<file path="src/rtl/ps2_pkg.sv">
// Shared constants and fetch-FSM state type for the PS/2 key tracker.
package ps2_pkg;

  localparam int         CODE_W       = 8;
  localparam logic [7:0] PS2_EXT_CODE = 8'hE0;
  localparam logic [7:0] PS2_BRK_CODE = 8'hF0;

  typedef enum logic [1:0] {
    IDLE = 2'd0,
    POP  = 2'd1,
    GAP  = 2'd2
  } fetch_state_t;

endpackage

</file>
<file path="src/rtl/ps2_scan2ascii.sv">
// Combinational set-2 scan code to lowercase ASCII lookup.
// Covers letters, digits and space; extended codes map to 0.
module ps2_scan2ascii
  import ps2_pkg::*;
(
  input  logic [CODE_W-1:0] code,
  input  logic              ext,
  output logic [7:0]        ascii
);

  always_comb begin
    ascii = 8'h00;
    if (!ext) begin
      case (code)
        8'h1C: ascii = "a";
        8'h32: ascii = "b";
        8'h21: ascii = "c";
        8'h23: ascii = "d";
        8'h24: ascii = "e";
        8'h2B: ascii = "f";
        8'h34: ascii = "g";
        8'h33: ascii = "h";
        8'h43: ascii = "i";
        8'h3B: ascii = "j";
        8'h42: ascii = "k";
        8'h4B: ascii = "l";
        8'h3A: ascii = "m";
        8'h31: ascii = "n";
        8'h44: ascii = "o";
        8'h4D: ascii = "p";
        8'h15: ascii = "q";
        8'h2D: ascii = "r";
        8'h1B: ascii = "s";
        8'h2C: ascii = "t";
        8'h3C: ascii = "u";
        8'h2A: ascii = "v";
        8'h1D: ascii = "w";
        8'h22: ascii = "x";
        8'h35: ascii = "y";
        8'h1A: ascii = "z";
        8'h45: ascii = "0";
        8'h16: ascii = "1";
        8'h1E: ascii = "2";
        8'h26: ascii = "3";
        8'h25: ascii = "4";
        8'h2E: ascii = "5";
        8'h36: ascii = "6";
        8'h3D: ascii = "7";
        8'h3E: ascii = "8";
        8'h46: ascii = "9";
        8'h29: ascii = " ";
        default: ascii = 8'h00;
      endcase
    end
  end

endmodule

</file>
<file path="src/rtl/ps2_key_tracker.sv">
// PS/2 key tracker: pops scan bytes from a receiver FIFO and tracks the last key.
// Define KEY_ASCII_EN to build the scan-to-ASCII lookup; otherwise key_ascii is 0.
module ps2_key_tracker #(
  parameter int COUNT_W = 8,
  parameter int CODE_W  = ps2_pkg::CODE_W
) (
  input  logic               clk,
  input  logic               rst,
  input  logic               ready,
  input  logic [CODE_W-1:0]  ps2_byte,
  input  logic               overflow,
  output logic               nextdata_n,
  output logic [CODE_W-1:0]  key_code,
  output logic               key_ext,
  output logic               key_down,
  output logic [7:0]         key_ascii,
  output logic [COUNT_W-1:0] press_count,
  output logic               event_valid,
  output logic               ovf_sticky
);
  import ps2_pkg::*;

  fetch_state_t      state, state_next;
  logic [CODE_W-1:0] byte_q;
  logic              ext_pend, brk_pend;
  logic              is_ext, is_brk, same_key;

  always_ff @(posedge clk) begin
    if (rst) state <= IDLE;
    else     state <= state_next;
  end

  always_comb begin
    state_next = state;
    case (state)
      IDLE:    if (ready) state_next = POP;
      POP:     state_next = GAP;
      GAP:     state_next = IDLE;
      default: state_next = IDLE;
    endcase
  end

  // Strobe is registered from next-state so it is low for exactly the POP cycle.
  always_ff @(posedge clk) begin
    if (rst) nextdata_n <= 1'b1;
    else     nextdata_n <= (state_next != POP);
  end

  always_ff @(posedge clk) begin
    if (rst)                           byte_q <= '0;
    else if ((state == IDLE) && ready) byte_q <= ps2_byte;
  end

  assign is_ext   = (byte_q == PS2_EXT_CODE);
  assign is_brk   = (byte_q == PS2_BRK_CODE);
  assign same_key = key_down && (byte_q == key_code) && (ext_pend == key_ext);

  // The captured byte is decoded in POP, so a reset during POP drops it.
  always_ff @(posedge clk) begin
    if (rst) begin
      key_code    <= '0;
      key_ext     <= 1'b0;
      key_down    <= 1'b0;
      press_count <= '0;
      event_valid <= 1'b0;
      ovf_sticky  <= 1'b0;
      ext_pend    <= 1'b0;
      brk_pend    <= 1'b0;
    end else begin
      event_valid <= 1'b0;
      if (overflow) ovf_sticky <= 1'b1;
      if (state == POP) begin
        if (is_ext) begin
          ext_pend <= 1'b1;
        end else if (is_brk) begin
          brk_pend <= 1'b1;
        end else begin
          ext_pend <= 1'b0;
          brk_pend <= 1'b0;
          if (!brk_pend) begin
            if (!same_key) begin
              key_code    <= byte_q;
              key_ext     <= ext_pend;
              key_down    <= 1'b1;
              press_count <= press_count + COUNT_W'(1);
              event_valid <= 1'b1;
            end
          end else if (same_key) begin
            key_down    <= 1'b0;
            event_valid <= 1'b1;
          end
        end
      end
    end
  end

`ifdef KEY_ASCII_EN
  ps2_scan2ascii u_scan2ascii (
    .code  (key_code),
    .ext   (key_ext),
    .ascii (key_ascii)
  );
`else
  assign key_ascii = 8'h00;
`endif

endmodule

</file>
<file path="config.mk">
export PLATFORM = sky130hd
export DESIGN_NAME = ps2_key_tracker
export DESIGN_NICKNAME = d
export VERILOG_FILES = /design/src/rtl/ps2_pkg.sv /design/src/rtl/ps2_scan2ascii.sv /design/src/rtl/ps2_key_tracker.sv
export SDC_FILE = /design/constraint.sdc
export NUM_CORES = 1
export LEC_CHECK = 0
export CELL_PAD_IN_SITES_DETAIL_PLACEMENT = 0
export CELL_PAD_IN_SITES_GLOBAL_PLACEMENT = 2
export CORE_ASPECT_RATIO = 1.25
export CORE_MARGIN = 10
export CORE_UTILIZATION = 30
export DETAILED_ROUTE_END_ITERATION = 10
export PLACE_DENSITY = 0.94
export REMOVE_ABC_BUFFERS = 1
export SLEW_MARGIN = 15
export SYNTH_ARGS = -nofsm -noshare
export SYNTH_HDL_FRONTEND = slang
export SYNTH_SLANG_ARGS = --single-unit
</file>
<file path="constraint.sdc">
create_clock -name clk -period 3.95 [get_ports clk]
set_input_delay 0.79 -clock clk [delete_from_list [all_inputs] [get_ports clk]]
set_output_delay 0.79 -clock clk [all_outputs]
set_load 0.01 [all_outputs]
</file>
==> metrics.md <==
| Metric | Value |
|---|---|
| Status | finished, final reports clean |
| Max cap viols | 0 |
| Post-DP HPWL | 2320 um |
| Starting Density | 30.8% |
| Seq cells post-synth | 33 |
| Die H | approximately 98 um |
| Dominant cells by area after synthesis | dfxtp_1 45%, mux2i_1 12%, nor2_1 6.4% |
| Residual DRC | 0 |
| Worst setup margin | 1.71 ns |
| Fillers | 496 |
| First-pass GRT wire length | 5220 um |
| Critical path class | register to register |
| Worst-Skew Late Latency | between 0.2 and 0.3 ns |
| Worst Setup End Kind | register |
| IO buf count | 32 |
| I/O pin cnt | between 40 and 50 |
| Average size of a mapped cell | 9.92 um^2 |
| Minimum clock period | 2.24 ns |
| Crit Reg-Reg Startpoint | byte_q[4]$_SDFFE_PP0P_ |
| Post-synth EDFFs | 0 |
| Final worst-path cycle share | 56.6% |
| Register area share after synthesis | 45.3% |
| Total gr overflow | 0 |
| Crit path max fanout | 23 |
| WL final | ~3200 um |
| Mapped cell area | approximately 1500 um^2 |
| Clock sink count | 33 |
| Lkg Pwr | 0.723 nW |
| Setup TNS | 0 ns |
| Total Nets Final | 192 |
| Worst-path clk slew | 0.07 ns |
| Final worst clock skew | 0.00346 ns |
| Largest net degree at the start of global routing | 33 |
| FFs w/ async S/R, synth | 0% |
| Vias per cell | about 4.5 |
| H-Tree Depth | 2 |
| Die X-Extent | 82.3 um |
| Worst EP required | between 4 and 5 ns |
| Area Growth Syn to Fin | 27.3% |
| Final Power | roughly 700 uW |
| CTS-repair resized insts | 0 |
| DR iter-0 viols | 50 |
| Num rows | 28 |
| Worst IR Drop VDD | about 0.14 mV |
| HP Start | ovf_sticky$_SDFFE_PP0P_ |
| Average wire per standard cell | approximately 13 um |
| Antenna-violating nets left | 0 |
| Worst Hold Class | register to register |
| Number of global-route vias before repair | 1062 |
| Crit start category | register |
| Global-route usage over all layers | between 8 and 9% |
| Gpl congestion | 0.712 |
| Final slew viol count | 0 |
| Place WS | about 1.5 ns |
| Final Hold Violating Endpoints | 0 |
| Total Die Area | 8060 um^2 |
| N_diodes | 0 |
| Pre-Repair DR Iteration Count | 4 |
| Pwr/cell area | 374 nW/um^2 |
| RSZ-0062 raised after global routing | false |
| Setup violators final | 0 |
| Area share of the largest cell type after synthesis | 45.3% |
| CP startpoint | byte_q[4]$_SDFFE_PP0P_ |
| CP arrival | 2.39 ns |
| DR vias | 1074 |
| Clock Path Buffers | 2 |
| Yosys Warn Count | 0 |
| Top_reg_cell synth | dfxtp_1 |
| CTS tree | yes |
| Initial antenna violation count | 0 |
| Area leader, netlist | dfxtp_1 |
| Slew HR | 26.1% |
| Area of the core | 4730 um^2 |
| Clk root buf | clkbuf_8 |
| Cells after Synth | 147 |
| Fin util | around two fifths |
| Worst slew pin tran | 1.11 ns |
| Achievable clock frequency | 0.447 GHz |
| Post-CTS Hold Fix Bufs | 0 |
| CTS Buf Count | 5 |
| Share of cells above drive strength 1 | 7.22% |
| Netlist cell types | 30 |
| Post-CTS setup buffer count | 0 |
| R2R setup slack | 1.71 ns |
synthesized netlist by cell type, types with 4 or more instances:
cell type and number:
dfxtp_1 33, nor2_1 25, mux2i_1 18, xnor2_1 10
a21oi_1 8, buf_4 8, inv_1 4, o21ai_1 4
or3_1 4
sequential cells by signal, summed over array words and instances (netlist names):
register	count
ovf_sticky	1
event_valid	1
press_count	8
ext_pend	1
key_code	8
key_ext	1
nextdata_n	1
brk_pend	1
state	2
byte_q	8
key_down	1
cell families (layout without fill, tap and decap cells):
group | count (synthesis) | count (layout) | share of synthesized area [%]
compound gates | 17 | 17 | 9.01
xor+xnor | 11 | 11 | 6.61
fa+ha+maj | 1 | 1 | 0.858
buf+inv | 18 | 44 | 8.33
flops | 33 | 33 | 45.3
mux | 18 | 18 | 12.4
other cells | 1 | 8 | 0.257
simple gates | 48 | 48 | 17.3
worst paths after layout:
check,to,cells after the start
setup / recovery,key_code[0]$_SDFFE_PP0P_,5
hold / removal,ovf_sticky$_SDFFE_PP0P_,2
setup reg to reg,key_code[0]$_SDFFE_PP0P_,5
hold reg to reg,ovf_sticky$_SDFFE_PP0P_,2
placed cells by master (no fill, tap or decap), drive strengths merged, types with 2 or more instances in the layout:
cell type / synthesis / routed
xnor2: 10 / 10
nor2: 25 / 25
o21ai: 4 / 4
nand4: 2 / 2
nand2: 3 / 3
a21oi: 8 / 8
or3: 4 / 4
dfxtp: 33 / 33
nor3b: 2 / 2
or4: 2 / 2
conb: 1 / 8
o31ai: 2 / 2
mux2i: 18 / 18
clkinv: 0 / 2
nand3: 3 / 3
inv: 4 / 4
clkbuf: 3 / 6
clkdlybuf4s50: 0 / 31
nand2b: 2 / 2
nor3: 3 / 3
worst max-delay path, stage by stage (launching register included):
cell	delay (ns)
dfxtp_1	0.42
xnor2_1	0.16
nand4_1	0.21
o311ai_4	0.98
mux2i_1	0.28
nor2_1	0.05
power breakdown:
| part | leakage, nW | switching (mW) | internal, mW | total (mW) |
|---|---|---|---|---|
| Clock | 0.0450 | 0.122 | 0.122 | 0.244 |
| Sequential | 0.269 | 0.0136 | 0.346 | 0.360 |
| Combinational | 0.409 | 0.0454 | 0.0451 | 0.0905 |
layout make-up:
| type | count | area [um^2] | share of cell area [%] |
|---|---|---|---|
| Clock buffer | 6 | 72.6 | 3.91 |
| Clock inverter | 2 | 10.0 | 0.539 |
| Inverter | 4 | 15.0 | 0.809 |
| Sequential cell | 33 | 661 | 35.6 |
| Tap cell | 60 | 75.1 | 4.05 |
| Timing Repair Buffer | 32 | 315 | 17.0 |
| Multi-Input combinational cell | 103 | 707 | 38.1 |
through the flow:
stage	cells	hold slack [ns]	cell area (um^2)
floorplan	140	0.443	1380
global placement	232	0.451	1780
detailed placement	232	0.474	1780
CTS	240	0.490	1860
global route	240	0.514	1860
finish	240	0.477	1860
per-layer routing:
metal	routed length (um)	up-vias	global-route usage, %
met1	1340	488	9.28
met5	0	-	0
met3	338	7	3.94
li1	-	546	-
met2	1500	33	12.8
met4	57	0	3.54
Power figures use the tool's default switching activity.
